File: config.mk
export PLATFORM = sky130hd
export DESIGN_NAME = apb_burst_master_flat
export DESIGN_NICKNAME = d
export VERILOG_FILES = /design/src/rtl/apb_burst_master_if.sv /design/src/rtl/apb_burst_master.sv /design/src/flat_wrapper.sv
export SDC_FILE = /design/constraint.sdc
export NUM_CORES = 1
export LEC_CHECK = 0
export BUFFER_PORTS_ARGS = -buffer_cell sky130_fd_sc_hd__buf_4
export CAP_MARGIN = 25
export CELL_PAD_IN_SITES_DETAIL_PLACEMENT = 0
export CELL_PAD_IN_SITES_GLOBAL_PLACEMENT = 1
export CORE_MARGIN = 2
export CORE_UTILIZATION = 46
export DETAILED_ROUTE_END_ITERATION = 6
export HOLD_SLACK_MARGIN = 0.08
export PLACE_DENSITY = 0.92
export SYNTH_ARGS = -nofsm -noshare
export SYNTH_HDL_FRONTEND = slang
export SYNTH_SLANG_ARGS = --single-unit
File: constraint.sdc
create_clock -name PCLK -period 9.2 [get_ports PCLK]
set_input_delay 0.46 -clock PCLK [delete_from_list [all_inputs] [get_ports PCLK]]
set_output_delay 0.46 -clock PCLK [all_outputs]
set_load 0.03 [all_outputs]
File: src/rtl/apb_burst_master_if.sv
// Command/response and APB bus bundle for apb_burst_master.
// master: the burst engine side. slave: the client and APB slave side.
interface apb_burst_master_if #(
  parameter int ADDR_BITS = 4,
  parameter int DATA_BITS = 8,
  parameter int MAX_BEATS = 4
);
  localparam int BW = $clog2(MAX_BEATS + 1);
  localparam int PW = DATA_BITS * MAX_BEATS;

  // command channel
  logic                 cmd_valid;
  logic                 cmd_ready;
  logic                 cmd_write;
  logic [ADDR_BITS-1:0] cmd_addr;
  logic [BW-1:0]        cmd_beats;
  logic [PW-1:0]        cmd_wdata;
  // response channel
  logic                 rsp_valid;
  logic                 rsp_ready;
  logic [PW-1:0]        rsp_rdata;
  logic                 rsp_error;
  logic                 rsp_timeout;
  logic [BW-1:0]        rsp_beats_done;
  // APB3
  logic [ADDR_BITS-1:0] PADDR;
  logic                 PSEL;
  logic                 PENABLE;
  logic                 PWRITE;
  logic [DATA_BITS-1:0] PWDATA;
  logic [DATA_BITS-1:0] PRDATA;
  logic                 PREADY;
  logic                 PSLVERR;

  modport master (
    input  cmd_valid, cmd_write, cmd_addr, cmd_beats, cmd_wdata, rsp_ready,
           PRDATA, PREADY, PSLVERR,
    output cmd_ready, rsp_valid, rsp_rdata, rsp_error, rsp_timeout, rsp_beats_done,
           PADDR, PSEL, PENABLE, PWRITE, PWDATA
  );

  modport slave (
    output cmd_valid, cmd_write, cmd_addr, cmd_beats, cmd_wdata, rsp_ready,
           PRDATA, PREADY, PSLVERR,
    input  cmd_ready, rsp_valid, rsp_rdata, rsp_error, rsp_timeout, rsp_beats_done,
           PADDR, PSEL, PENABLE, PWRITE, PWDATA
  );
endinterface

File: src/rtl/apb_burst_master.sv
// APB3 burst master: accepts one command at a time, runs 1..MAX_BEATS
// auto-incrementing beats with wait states, error abort and wait timeout,
// then holds a packed response until the client takes it.
module apb_burst_master #(
  parameter int ADDR_BITS = 4,
  parameter int DATA_BITS = 8,
  parameter int MAX_BEATS = 4,
  parameter int TIMEOUT   = 16
) (
  input  logic PCLK,
  input  logic reset,
  apb_burst_master_if.master bus
);
  localparam int BW = $clog2(MAX_BEATS + 1);
  localparam int PW = DATA_BITS * MAX_BEATS;

  typedef enum logic [1:0] {S_IDLE, S_SETUP, S_ACCESS, S_RESP} state_t;

  state_t        r_state;
  logic          r_write;
  logic [BW-1:0] r_nbeats;
  logic [PW-1:0] r_wdata;   // write data still to send; current beat in the low slice
  logic [31:0]   r_wait;    // consecutive PREADY-low ACCESS cycles of this beat

  logic [BW-1:0] w_beats;
  logic [PW-1:0] w_next_wdata;
  logic          w_last;
  logic          w_tmo;
  logic          w_end;

  // Clamp the requested beat count into 1..MAX_BEATS.
  always_comb begin
    w_beats = bus.cmd_beats;
    if (bus.cmd_beats == '0)
      w_beats = BW'(1);
    else if (bus.cmd_beats > BW'(MAX_BEATS))
      w_beats = BW'(MAX_BEATS);
  end

  assign w_next_wdata = r_wdata >> DATA_BITS;
  assign w_last       = (bus.rsp_beats_done + BW'(1)) == r_nbeats;
  assign w_tmo        = (TIMEOUT != 0) && ((r_wait + 32'd1) == 32'(TIMEOUT));
  // burst ends this ACCESS cycle: error, final good beat, or timeout
  assign w_end        = bus.PREADY ? (bus.PSLVERR || w_last) : w_tmo;

  // Single FSM; every output is a register updated on the state transition.
  always_ff @(posedge PCLK or posedge reset) begin
    if (reset) begin
      r_state            <= S_IDLE;
      r_write            <= 1'b0;
      r_nbeats           <= '0;
      r_wdata            <= '0;
      r_wait             <= '0;
      bus.cmd_ready      <= 1'b1;
      bus.rsp_valid      <= 1'b0;
      bus.rsp_rdata      <= '0;
      bus.rsp_error      <= 1'b0;
      bus.rsp_timeout    <= 1'b0;
      bus.rsp_beats_done <= '0;
      bus.PADDR          <= '0;
      bus.PSEL           <= 1'b0;
      bus.PENABLE        <= 1'b0;
      bus.PWRITE         <= 1'b0;
      bus.PWDATA         <= '0;
    end else begin
      case (r_state)
        S_IDLE: begin
          if (bus.cmd_valid) begin
            r_write            <= bus.cmd_write;
            r_nbeats           <= w_beats;
            r_wdata            <= bus.cmd_wdata;
            bus.cmd_ready      <= 1'b0;
            bus.rsp_rdata      <= '0;
            bus.rsp_error      <= 1'b0;
            bus.rsp_timeout    <= 1'b0;
            bus.rsp_beats_done <= '0;
            bus.PSEL           <= 1'b1;
            bus.PENABLE        <= 1'b0;
            bus.PADDR          <= bus.cmd_addr;
            bus.PWRITE         <= bus.cmd_write;
            bus.PWDATA         <= bus.cmd_write ? bus.cmd_wdata[DATA_BITS-1:0] : '0;
            r_state            <= S_SETUP;
          end
        end
        S_SETUP: begin
          r_wait      <= '0;
          bus.PENABLE <= 1'b1;
          r_state     <= S_ACCESS;
        end
        S_ACCESS: begin
          // beat outcome
          if (bus.PREADY) begin
            if (bus.PSLVERR)
              bus.rsp_error <= 1'b1;
            else begin
              if (!r_write)
                bus.rsp_rdata[int'(bus.rsp_beats_done)*DATA_BITS +: DATA_BITS] <= bus.PRDATA;
              bus.rsp_beats_done <= bus.rsp_beats_done + BW'(1);
            end
          end else if (w_tmo)
            bus.rsp_timeout <= 1'b1;
          else if (TIMEOUT != 0)
            r_wait <= r_wait + 32'd1;
          // next phase
          if (w_end) begin
            bus.PSEL      <= 1'b0;
            bus.PENABLE   <= 1'b0;
            bus.PADDR     <= '0;
            bus.PWRITE    <= 1'b0;
            bus.PWDATA    <= '0;
            bus.rsp_valid <= 1'b1;
            r_state       <= S_RESP;
          end else if (bus.PREADY) begin
            // back-to-back beat: PSEL stays high, address wraps modulo 2^ADDR_BITS
            bus.PENABLE <= 1'b0;
            bus.PADDR   <= bus.PADDR + ADDR_BITS'(1);
            bus.PWDATA  <= r_write ? w_next_wdata[DATA_BITS-1:0] : '0;
            r_wdata     <= w_next_wdata;
            r_state     <= S_SETUP;
          end
        end
        S_RESP: begin
          if (bus.rsp_ready) begin
            bus.rsp_valid <= 1'b0;
            bus.cmd_ready <= 1'b1;
            r_state       <= S_IDLE;
          end
        end
        default: r_state <= S_IDLE;
      endcase
    end
  end
endmodule

File: src/flat_wrapper.sv
// flat-port wrapper written by rule: the top's interface ports become plain ports
module apb_burst_master_flat 
#(
  parameter int ADDR_BITS = 4,
  parameter int DATA_BITS = 8,
  parameter int MAX_BEATS = 4,
  parameter int TIMEOUT   = 16
)
  (PCLK, reset, bus_cmd_valid, bus_cmd_write, bus_cmd_addr, bus_cmd_beats, bus_cmd_wdata, bus_rsp_ready, bus_PRDATA, bus_PREADY, bus_PSLVERR, bus_cmd_ready, bus_rsp_valid, bus_rsp_rdata, bus_rsp_error, bus_rsp_timeout, bus_rsp_beats_done, bus_PADDR, bus_PSEL, bus_PENABLE, bus_PWRITE, bus_PWDATA);
  apb_burst_master_if #(.ADDR_BITS(ADDR_BITS), .DATA_BITS(DATA_BITS), .MAX_BEATS(MAX_BEATS)) bus_i ();
  input  logic PCLK;
  input  logic reset;
  input wire logic [$bits(bus_i.cmd_valid)-1:0] bus_cmd_valid;
  input wire logic [$bits(bus_i.cmd_write)-1:0] bus_cmd_write;
  input wire logic [$bits(bus_i.cmd_addr)-1:0] bus_cmd_addr;
  input wire logic [$bits(bus_i.cmd_beats)-1:0] bus_cmd_beats;
  input wire logic [$bits(bus_i.cmd_wdata)-1:0] bus_cmd_wdata;
  input wire logic [$bits(bus_i.rsp_ready)-1:0] bus_rsp_ready;
  input wire logic [$bits(bus_i.PRDATA)-1:0] bus_PRDATA;
  input wire logic [$bits(bus_i.PREADY)-1:0] bus_PREADY;
  input wire logic [$bits(bus_i.PSLVERR)-1:0] bus_PSLVERR;
  output wire logic [$bits(bus_i.cmd_ready)-1:0] bus_cmd_ready;
  output wire logic [$bits(bus_i.rsp_valid)-1:0] bus_rsp_valid;
  output wire logic [$bits(bus_i.rsp_rdata)-1:0] bus_rsp_rdata;
  output wire logic [$bits(bus_i.rsp_error)-1:0] bus_rsp_error;
  output wire logic [$bits(bus_i.rsp_timeout)-1:0] bus_rsp_timeout;
  output wire logic [$bits(bus_i.rsp_beats_done)-1:0] bus_rsp_beats_done;
  output wire logic [$bits(bus_i.PADDR)-1:0] bus_PADDR;
  output wire logic [$bits(bus_i.PSEL)-1:0] bus_PSEL;
  output wire logic [$bits(bus_i.PENABLE)-1:0] bus_PENABLE;
  output wire logic [$bits(bus_i.PWRITE)-1:0] bus_PWRITE;
  output wire logic [$bits(bus_i.PWDATA)-1:0] bus_PWDATA;
  assign bus_i.cmd_valid = bus_cmd_valid;
  assign bus_i.cmd_write = bus_cmd_write;
  assign bus_i.cmd_addr = bus_cmd_addr;
  assign bus_i.cmd_beats = bus_cmd_beats;
  assign bus_i.cmd_wdata = bus_cmd_wdata;
  assign bus_i.rsp_ready = bus_rsp_ready;
  assign bus_i.PRDATA = bus_PRDATA;
  assign bus_i.PREADY = bus_PREADY;
  assign bus_i.PSLVERR = bus_PSLVERR;
  assign bus_cmd_ready = bus_i.cmd_ready;
  assign bus_rsp_valid = bus_i.rsp_valid;
  assign bus_rsp_rdata = bus_i.rsp_rdata;
  assign bus_rsp_error = bus_i.rsp_error;
  assign bus_rsp_timeout = bus_i.rsp_timeout;
  assign bus_rsp_beats_done = bus_i.rsp_beats_done;
  assign bus_PADDR = bus_i.PADDR;
  assign bus_PSEL = bus_i.PSEL;
  assign bus_PENABLE = bus_i.PENABLE;
  assign bus_PWRITE = bus_i.PWRITE;
  assign bus_PWDATA = bus_i.PWDATA;
  apb_burst_master #(.ADDR_BITS(ADDR_BITS), .DATA_BITS(DATA_BITS), .MAX_BEATS(MAX_BEATS), .TIMEOUT(TIMEOUT)) u_core (.PCLK(PCLK), .reset(reset), .bus(bus_i));
endmodule
==> results of run 1 <==
-- sequential cells by signal, indices dropped and copies added (netlist names) --
register,flops
u_core.bus.PADDR,4
u_core.bus.rsp_valid,1
u_core.bus.PWDATA,8
u_core.bus.cmd_ready,1
u_core.r_wait,32
u_core.r_state,2
u_core.r_wdata,24
u_core.r_nbeats,3
u_core.bus.PWRITE,1
u_core.r_write,1
u_core.bus.rsp_beats_done,3
u_core.bus.rsp_error,1
u_core.bus.PENABLE,1
u_core.bus.rsp_timeout,1
u_core.bus.rsp_rdata,32
u_core.bus.PSEL,1
-- through the flow --
step | std cells | utilization (%) | worst slack, ns
2_1_floorplan | 624 | - | 5.67
6_report | 906 | 58.9 | 5.20
3_3_place_gp | 873 | 54.5 | 5.39
3_5_place_dp | 873 | 54.5 | 5.24
5_1_grt | 906 | 58.9 | 4.82
4_1_cts | 905 | 58.8 | 5.22
-- cell type report --
type                            count  area [um2]
Multi-Input combinational cell    449        2840
Inverter                           20        77.6
Clock inverter                     12        81.3
Clock buffer                       20         467
Fill cell                        1101        5210
Tap cell                          172         215
Timing Repair Buffer              117         878
Sequential cell                   116        2900
-- how the worst min path moves through the flow --
stage	end
floorplan	u_core.r_wdata[16]
global placement	u_core.r_wdata[15]
detailed placement	u_core.bus.PSEL
CTS	u_core.bus.rsp_rdata[8]
global route	u_core.bus.rsp_rdata[8]
finish	u_core.bus.rsp_rdata[18]
-- per-layer routing --
| metal | vias to the layer above | GRT usage, % |
|---|---|---|
| li1 | 2474 | - |
| met1 | 2513 | 30.2 |
| met2 | 151 | 35.2 |
| met3 | 28 | 6.27 |
| met4 | 0 | 8.28 |
| met5 | - | 0 |
-- logic make-up after synthesis --
group | Yosys count | synth area share, %
and+or+nand+nor | 220 | 19.3
xor gates and xnor gates | 18 | 2.63
muxes | 20 | 3.38
buffers and inverters | 59 | 4.20
AOI/OAI and AO/OA | 186 | 21.0
adders and majority gates | 5 | 1.04
DFF | 116 | 48.5
-- placed cells by master (no fill, tap or decap), types with 11 or more instances in the layout --
cell type	count
buf_4	116
dfrtp_1	115
nand2_1	54
a22o_1	46
o21ai_0	43
nor2_1	36
nand3_1	33
a21oi_1	31
inv_1	19
mux2i_1	18
nor3_1	17
clkbuf_16	17
xnor2_1	14
or3_1	14
nor2b_1	11
nand4_1	11
-- power by group --
part	internal [uW]	switching [uW]	total, uW
logic	320	479	799
registers	646	125	771
clock network	363	237	601
==> metrics, run 1 <==
Post-Syn Area per Cell=9.60 um2; Power Dens Cells=291 nW/um2; post-synth top area share=48.0%; Yosys warning total=0; top-count cell post-synth=dfrtp_1; placed inst area=6910 um2; Die W=118 um; metal3 WL=882 um; H-tree Lvls=4; vias per std cell=5.70; vias in the first global route=5105; R2R Path End=u_core.r_wait[29]; RSZ-0062 raised after global routing=no; element type at the critical path start=register; std cell rows=41; DRT iter0 DRCs=345; Worst Setup SP=u_core.r_wait[4]; Post-CTS Setup Inserts=0; crit-path cells=nand3_1 > nor3_2 > and3_1 > a31oi_1 > or4_4 > nor4_4 > nand2b_1 > buf_4 > nor3_1 > a211o_1; r2r setup slk=5.20 ns; Longest Clk Path Bufs=2; Die H=118 um; hpwl dp=10.6 mm; Final setup viols=0; CTS tree=built; post-route minimum period=4.00 ns; DRT met1 WL=6.85 mm; MaxCap Viol Count=0; cts hold-fix bufs=0; die area=14000 um2; Max transition margin=39.0%; critical path capture point type=register; CP Buf/Inv Count=1; Worst R2R Path Depth=10; initial antenna violation count=0; Reg-to-Reg Start=u_core.r_wait[4]; Yosys reg bits=116; Synth async-reset ratio=100%; top post-synthesis cells by count=dfrtp_1, nand2_1, a22o_1, o21ai_0, nor2_1; top sig layer=met4; largest net degree at the start of global routing=74; Tcrit/Tclk final=43.5%; CP max stage delay=0.55 ns; Leak=0.00345 uW; CORE AREA=12700 um2; ratio of cells with drive above 1 in the final layout=22.2%; num ports=108; worst vdd ir=0.000177 V; max-slew violations=0; Crit Path Class=reg -> reg; CP max stage cell=nor4_4; WP data arrival=4.30 ns; metal2 WL=7.20 mm; IO buf count=107; CP Data Required Time=9.50 ns; worst-path fanout max=44; post-CTS sizing=0; gr ovfl total=0; hold_ws=0.0965 ns; Seq/Total Area, Yosys=48.5%; worst setup path endpoint=u_core.r_wait[29]; Yosys top cell by area=dfrtp_1; CTS Buf Count=17; worst slew pin tran=0.916 ns; root buf cell=clkbuf_16; Worst Skew=0.00733 ns; P&R area growth vs syn=24.6%; fmax=0.250 GHz; Antenna Cells=0; Post-synth EDFFs=0; via count=5166; initial core utilization=47.3%; status=finished clean; Final Hold Fails=0; DR WL/cell=16.8 um; Crit path max-delay family=simple AND/OR/NAND/NOR gates; Syn Nets=683; gr usage total=22.6%; WL final=15.2 mm; Hold Crit Class=in -> async; DRC viols=0; gpl congestion=0.905; 1st-pass router iterations=5; Clock transition at path regs=0.06 ns; CP Depth=10; total chip power=2170 uW; Synth area leaders=dfrtp_1, a22o_1, o21ai_0; Netlist cell types=60; post-route ant nets=0; Nets=780; CTS sink cnt=116; global-route wire length before repair=25.7 mm; Post-Layout Inst Area=7460 um2; clock latency at the later pin of the worst-skew pair=0.42 ns; Post-synth top flop=dfrtp_1; Setup TNS=0 ns; synthesized area=5990 um2; Post-Synthesis Cells=624
(Power assumes the default switching activity.)
==> run 2: changes to the inputs <==
- CORE_UTILIZATION: 46 -> 43
- PLACE_DENSITY: 0.92 -> 0.87
- clock period: 9.2 -> 4.2 ns (I/O delays scaled with it)
==> metrics, run 2 (same netlist as run 1, synthesis figures left out) <==
global-route wire length before repair=25.3 mm (was 25.7 mm); num ports=108 (unchanged); WL final=15.6 mm (was 15.2 mm); initial core utilization=43.7% (was 47.3%); Clock transition at path regs=0.06 ns (about the same); CTS Buf Count=17 (unchanged); Tcrit/Tclk final=90.0% (was 43.5%); fmax=0.265 GHz (was 0.250 GHz); hpwl dp=10.5 mm (was 10.6 mm); IO buf count=107 (unchanged); element type at the critical path start=register (unchanged); ratio of cells with drive above 1 in the final layout=21.4% (was 22.2%); P&R area growth vs syn=29.6% (was 24.6%); MaxCap Viol Count=0 (unchanged); Hold Crit Class=in -> reg (was in -> async); RSZ-0062 raised after global routing=no (unchanged); via count=5294 (was 5166); Crit Path Class=reg -> reg (unchanged); post-CTS sizing=0 (unchanged); max-slew violations=0 (unchanged); 1st-pass router iterations=5 (unchanged); H-tree Lvls=4 (unchanged); initial antenna violation count=0 (unchanged); std cell rows=43 (was 41); root buf cell=clkbuf_16 (unchanged); Longest Clk Path Bufs=2 (unchanged); non-filler cells, final=940 (was 906); vias in the first global route=5050 (was 5105); Setup TNS=0 ns (unchanged); Hold Path Stages=3; Leak=0.00356 uW (was 0.00345 uW); clock latency at the later pin of the worst-skew pair=0.41 ns (was 0.42 ns); DR WL/cell=16.5 um (was 16.8 um); Cells after DPL=883 (was 873); Antenna Cells=0 (unchanged); status=finished clean (unchanged); WP data arrival=4.08 ns (was 4.30 ns); Die H=122 um (was 118 um); worst slew pin tran=0.987 ns (was 0.916 ns); DRC viols=0 (unchanged); DRT iter0 DRCs=326 (was 345); worst vdd ir=0.000355 V (was 0.000177 V); commonest non-fill, non-tap cells in the layout=buf_4, dfrtp_1, nand2_1 (unchanged); gr usage total=21.5% (was 22.6%); Worst R2R Path Depth=9 (was 10); Die W=122 um (was 118 um); Power Dens Cells=625 nW/um2 (was 291 nW/um2); largest net degree at the start of global routing=54 (was 74); Worst Skew=0.00644 ns (was 0.00733 ns); Final setup viols=0 (unchanged); gpl congestion=0.912 (was 0.905); critical path capture point type=register (unchanged); CORE AREA=13700 um2 (was 12700 um2); Final Hold Fails=0 (unchanged); commonest non-fill, non-tap cell in the layout=buf_4 (unchanged); post-route minimum period=3.78 ns (was 4.00 ns); FILL cells=1200 (was 1101); CTS tree=built (unchanged); gr ovfl total=0 (unchanged); vias per std cell=5.63 (was 5.70); die area=14900 um2 (was 14000 um2); largest registers=u_core.bus.rsp_rdata x32, u_core.r_wait x32, u_core.r_wdata x24 (unchanged); CP Data Required Time=4.50 ns (was 9.50 ns); post-route ant nets=0 (unchanged); Max transition margin=33.7% (was 39.0%); Nets=806 (was 780); CTS sink cnt=116 (unchanged); worst-path fanout max=44 (unchanged)
## run 2: cell count changes in the layout (fill, tap and decap cells not counted), sizes merged
cell,change
clkinv,-4
bufinv,+1
dlygate4sd3,+25
buf,+2
clkinvlp,+1
inv,+3
clkbuf,-2
## run 2: power by group
group,switching (uW),internal [uW],leakage (uW),total (uW)
registers,270,1410,0.00153,1680
clock network,548,835,0.000263,1380
logic,1060,727,0.00177,1790
total,1880,2980,0.00356,4850
## run 2: final timing paths
check	start	slack (ns)	end
max reg2reg	u_core.r_wait[5]	0.42	u_core.r_wait[12]
min in group asynchronous	reset	0.26	u_core.r_wait[13]
min reg2reg	u_core.r_wdata[22]	0.48	u_core.r_wdata[22]
min	bus_cmd_wdata[2]	0.09	u_core.bus.PWDATA[2]
max in group asynchronous	reset	3.01	u_core.r_wdata[12]
max	u_core.r_wait[5]	0.42	u_core.r_wait[12]
## run 2: cell type report
cell class,instances,area (um2),area share [%]
flip-flops and latches,116,2900,37.4
multi-input cells,449,2840,36.6
repair buffers,143,1150,14.8
clock buffers,19,443,5.71
well taps,180,225,2.90
clock inverters,13,125,1.61
inverters,20,77.6,0.999
## run 2: per-layer routing
layer  routed length, um  part of all wire, %  global-route usage, %  vias up
met5                   0                    0                      0        -
met2                7170                   46                   32.6      194
met1                6960                   45                   29.5     2523
met3                1120                  7.2                   5.99       32
met4                 299                  1.9                   7.97        0
li1                    -                    -                      -     2545
## run 2: timing repair
item                                   4_1_cts  5_1_grt
endpoints found under the hold margin       60        0
buffers inserted                             0        0
hold buffers                                25        0
## run 2: worst max-delay path, cell delays in order (launching register included)
cell	delay, ns
dfrtp_1	0.45
nand4_1	0.29
nor4_2	0.76
a31oi_1	0.24
or4_4	0.57
nor4_4	0.53
nand2b_1	0.22
buf_12	0.21
o21ai_1	0.08
mux2_2	0.27
## run 2: per-stage QoR
stage          hold WS (ns)  power [uW]  util (%)  setup WS (ns)  cell area (um2)
6_report             0.0909        4850      56.6          0.422             7760
5_1_grt              0.0891        5170      56.6         0.0359             7760
4_1_cts              0.0804        4880      56.6          0.459             7760
3_5_place_dp          0.140        3460      50.6          0.488             6950
3_3_place_gp          0.140        3400      50.6          0.459             6950
2_1_floorplan         0.307        2900         -          0.915             5990
==> run 3: changes to the inputs <==
- ABC_AREA: not set -> 1
- CORE_UTILIZATION: 43 -> 40
- PLACE_DENSITY: 0.87 -> 0.86
- clock period: 4.2 -> 3.8 ns (I/O delays scaled with it)
==> metrics, run 3 <==
Worst R2R Path Depth=16 (was 9); Antenna Cells=0 (unchanged); area occupied by multi-input gates=2950 um2 (was 2840 um2); largest registers=u_core.bus.rsp_rdata x32, u_core.r_wait x32, u_core.r_wdata x24 (unchanged); Nets=1077 (was 806); commonest non-fill, non-tap cell in the layout=nand2_1 (was buf_4); clock latency at the later pin of the worst-skew pair=0.42 ns (was 0.41 ns); CTS Buf Count=17 (unchanged); Tcrit/Tclk final=77.4% (was 90.0%); status=finished clean (unchanged); RSZ-0062 raised after global routing=no (unchanged); commonest non-fill, non-tap cells in the layout=nand2_1, dfrtp_1, buf_4 (was buf_4, dfrtp_1, nand2_1); Register Area=2900 um2 (unchanged); max-slew violations=0 (unchanged); gpl congestion=0.859 (was 0.912); worst slew pin tran=0.792 ns (was 0.987 ns); r2r setup slk=0.86 ns (was 0.42 ns); R2R Path End=u_core.r_wait[2] (was u_core.r_wait[12]); Cells after DPL=1178 (was 883); num ports=108 (unchanged); Post-synth top flop=dfrtp_1 (unchanged); CP Buf/Inv Count=1 (unchanged); P&R area growth vs syn=31.1% (was 29.6%); Yosys warning total=0 (unchanged); Post-synth EDFFs=0 (unchanged); Synth area leaders=dfrtp_1, nand2_1, nand3_1 (was dfrtp_1, a22o_1, o21ai_0); Hold Path Stages=3 (unchanged); cts hold-fix bufs=32 (was 25); DRC viols=0 (unchanged); crit-path cells=ha_1 > inv_1 > nor2_2 > nand2_2 > nor2_2 > nand2_1 > nand2_1 > nand2_1 > nor2_1 > nand2_1 > nor2_1 > nand3_2 > nand2_4 > nand2_2 > a21oi_1 > nor2_1 (was nand4_1 > nor4_2 > a31oi_1 > or4_4 > nor4_4 > nand2b_1 > buf_12 > o21ai_1 > mux2_2); final worst slack=0.859 ns (was 0.422 ns); critical path capture point type=register (unchanged); vias in the first global route=5874 (was 5050); Yosys reg bits=116 (unchanged); CTS sink cnt=116 (unchanged); root buf cell=clkbuf_16 (unchanged); hpwl dp=12.3 mm (was 10.5 mm); Post-CTS Setup Inserts=0 (unchanged); worst vdd ir=0.000463 V (was 0.000355 V); Post-Synthesis Cells=877 (was 624); DR WL/cell=13.9 um (was 16.5 um); Netlist cell types=35 (was 60); WL final=17.3 mm (was 15.6 mm); DRT iter0 DRCs=283 (was 326); CP max stage cell=dfrtp_1 (was nor4_2); Worst Skew=0.00885 ns (was 0.00644 ns); initial core utilization=40.9% (was 43.7%); Clock transition at path regs=0.06 ns (about the same); Worst Setup SP=u_core.r_wait[0] (was u_core.r_wait[5]); Power Dens Cells=681 nW/um2 (was 625 nW/um2); top-count cell post-synth=nand2_1 (was dfrtp_1); MaxCap Viol Count=0 (unchanged); worst slack, placed=0.838 ns (was 0.488 ns); Longest Clk Path Bufs=2 (unchanged); gr usage total=22.0% (was 21.5%); Hold Crit Class=in -> reg (unchanged); largest net degree at the start of global routing=62 (was 54); Synth async-reset ratio=100% (unchanged); Syn Nets=936 (was 683); initial antenna violation count=0 (unchanged); H-tree Lvls=4 (unchanged); Hold Path Sink=u_core.bus.rsp_rdata[19] (was u_core.bus.PWDATA[2]); CP Data Required Time=4.10 ns (was 4.50 ns); vias per std cell=4.79 (was 5.63); gr ovfl total=0 (unchanged); Leak=0.00412 uW (was 0.00356 uW); Reg-to-Reg Start=u_core.r_wait[0] (was u_core.r_wait[5]); element type at the critical path start=register (unchanged); synthesized area=6250 um2 (was 5990 um2); Die H=129 um (was 122 um); Post-Syn Area per Cell=7.12 um2 (was 9.60 um2); non-filler cells, final=1242 (was 940); 1st-pass router iterations=5 (unchanged); top post-synthesis cells by count=nand2_1, dfrtp_1, nor2_1, nand3_1, inv_1 (was dfrtp_1, nand2_1, a22o_1, o21ai_0, nor2_1); CORE AREA=15300 um2 (was 13700 um2); Max transition margin=47.1% (was 33.7%); via count=5947 (was 5294); Final Hold Fails=0 (unchanged); IO buf count=107 (unchanged); WP data arrival=3.24 ns (was 4.08 ns); post-route minimum period=2.94 ns (was 3.78 ns); Final setup viols=0 (unchanged); Crit Path Class=reg -> reg (unchanged); global-route wire length before repair=28.6 mm (was 25.3 mm); std cell rows=45 (was 43); Seq/Total Area, Yosys=46.5% (was 48.5%); die area=16600 um2 (was 14900 um2); Die W=129 um (was 122 um); FILL cells=1490 (was 1200); crit-path most repeated cell=nand2_1; post-synth top area share=46.1% (was 48.0%); Crit path max-delay family=simple AND/OR/NAND/NOR gates (unchanged); hold_sp=bus_PRDATA[3] (was bus_cmd_wdata[2]); post-CTS sizing=0 (unchanged); worst-path fanout max=30 (was 44); CTS tree=built (unchanged); fmax=0.340 GHz (was 0.265 GHz); Yosys top cell by area=dfrtp_1 (unchanged); post-route ant nets=0 (unchanged); Setup TNS=0 ns (unchanged); ratio of cells with drive above 1 in the final layout=16.3% (was 21.4%); CP max stage delay=0.40 ns (was 0.76 ns)
## run 3: cell types whose count changed after synthesis, sizes merged, moves of 18 or more
| cell | before | now |
|---|---|---|
| nand2 | 54 | 389 |
| inv | 20 | 70 |
| nor2 | 36 | 101 |
| nand3 | 33 | 70 |
| a21oi | 31 | 5 |
| mux2i | 18 | 0 |
| clkbuf | 30 | 9 |
| a22o | 46 | 0 |
## run 3: power breakdown
group,switching [uW],internal [uW]
Clock,609,1110
Sequential,229,1550
Combinational,1420,653
Total,2260,3310
## run 3: layout make-up
| type | instances | share of cell area [%] |
|---|---|---|
| multi-input cells | 667 | 36.0 |
| inverters | 70 | 3.27 |
| repair buffers | 146 | 14.4 |
| well taps | 211 | 3.22 |
| flip-flops and latches | 116 | 35.5 |
| clock buffers | 18 | 5.24 |
| clock inverters | 14 | 2.44 |
## run 3: cells by family (layout without fill, tap and decap cells)
logic type                 count (synthesis)  after routing  share of synthesized area [%]
buffers and inverters                     94            248                           6.47
and+or+nand+nor                          575            575                           37.9
AOI/OAI and AO/OA                         82             82                           7.45
adders and majority gates                  5              5                           1.00
xor gates and xnor gates                   5              5                          0.701
DFF                                      116            116                           46.5
## run 3: how the worst max path moves through the flow
stage | end | slack [ns] | depth (start not counted)
2_1_floorplan | u_core.bus.PADDR[0] | 0.54 | 1
3_3_place_gp | u_core.r_wait[2] | 0.87 | 14
3_5_place_dp | u_core.r_wait[2] | 0.84 | 16
4_1_cts | u_core.r_wait[2] | 0.82 | 16
5_1_grt | u_core.r_wdata[17] | 0.46 | 17
6_report | u_core.r_wait[2] | 0.86 | 16
## run 3: per-stage QoR
step / hold WS, ns / instance area [um2] / utilization [%] / total power (uW)
6_report: 0.0921 / 8190 / 53.7 / 5570
5_1_grt: 0.103 / 8190 / 53.7 / 5950
4_1_cts: 0.0824 / 8190 / 53.7 / 5620
3_5_place_dp: 0.394 / 7240 / 47.4 / 3860
3_3_place_gp: 0.388 / 7240 / 47.4 / 3840
2_1_floorplan: 0.282 / 6250 / - / 3220
## run 3: worst register-to-register path, cell delays in order, from the launching register on
cell,delay [ns]
dfrtp_1,0.40
ha_1,0.25
inv_1,0.08
nor2_2,0.21
nand2_2,0.14
nor2_2,0.19
nand2_1,0.08
nand2_1,0.05
nand2_1,0.06
nor2_1,0.10
nand2_1,0.09
nor2_1,0.15
nand3_2,0.14
nand2_4,0.17
nand2_2,0.40
a21oi_1,0.27
nor2_1,0.06
## run 3: layer usage
layer  part of all wire (%)  up-vias  global-route usage (%)
li1                       -     3068                       -
met1                     44     2725                    26.7
met2                     49      128                    37.2
met3                    4.6       26                    6.20
met4                    2.1        0                    8.38
met5                      0        -                       0
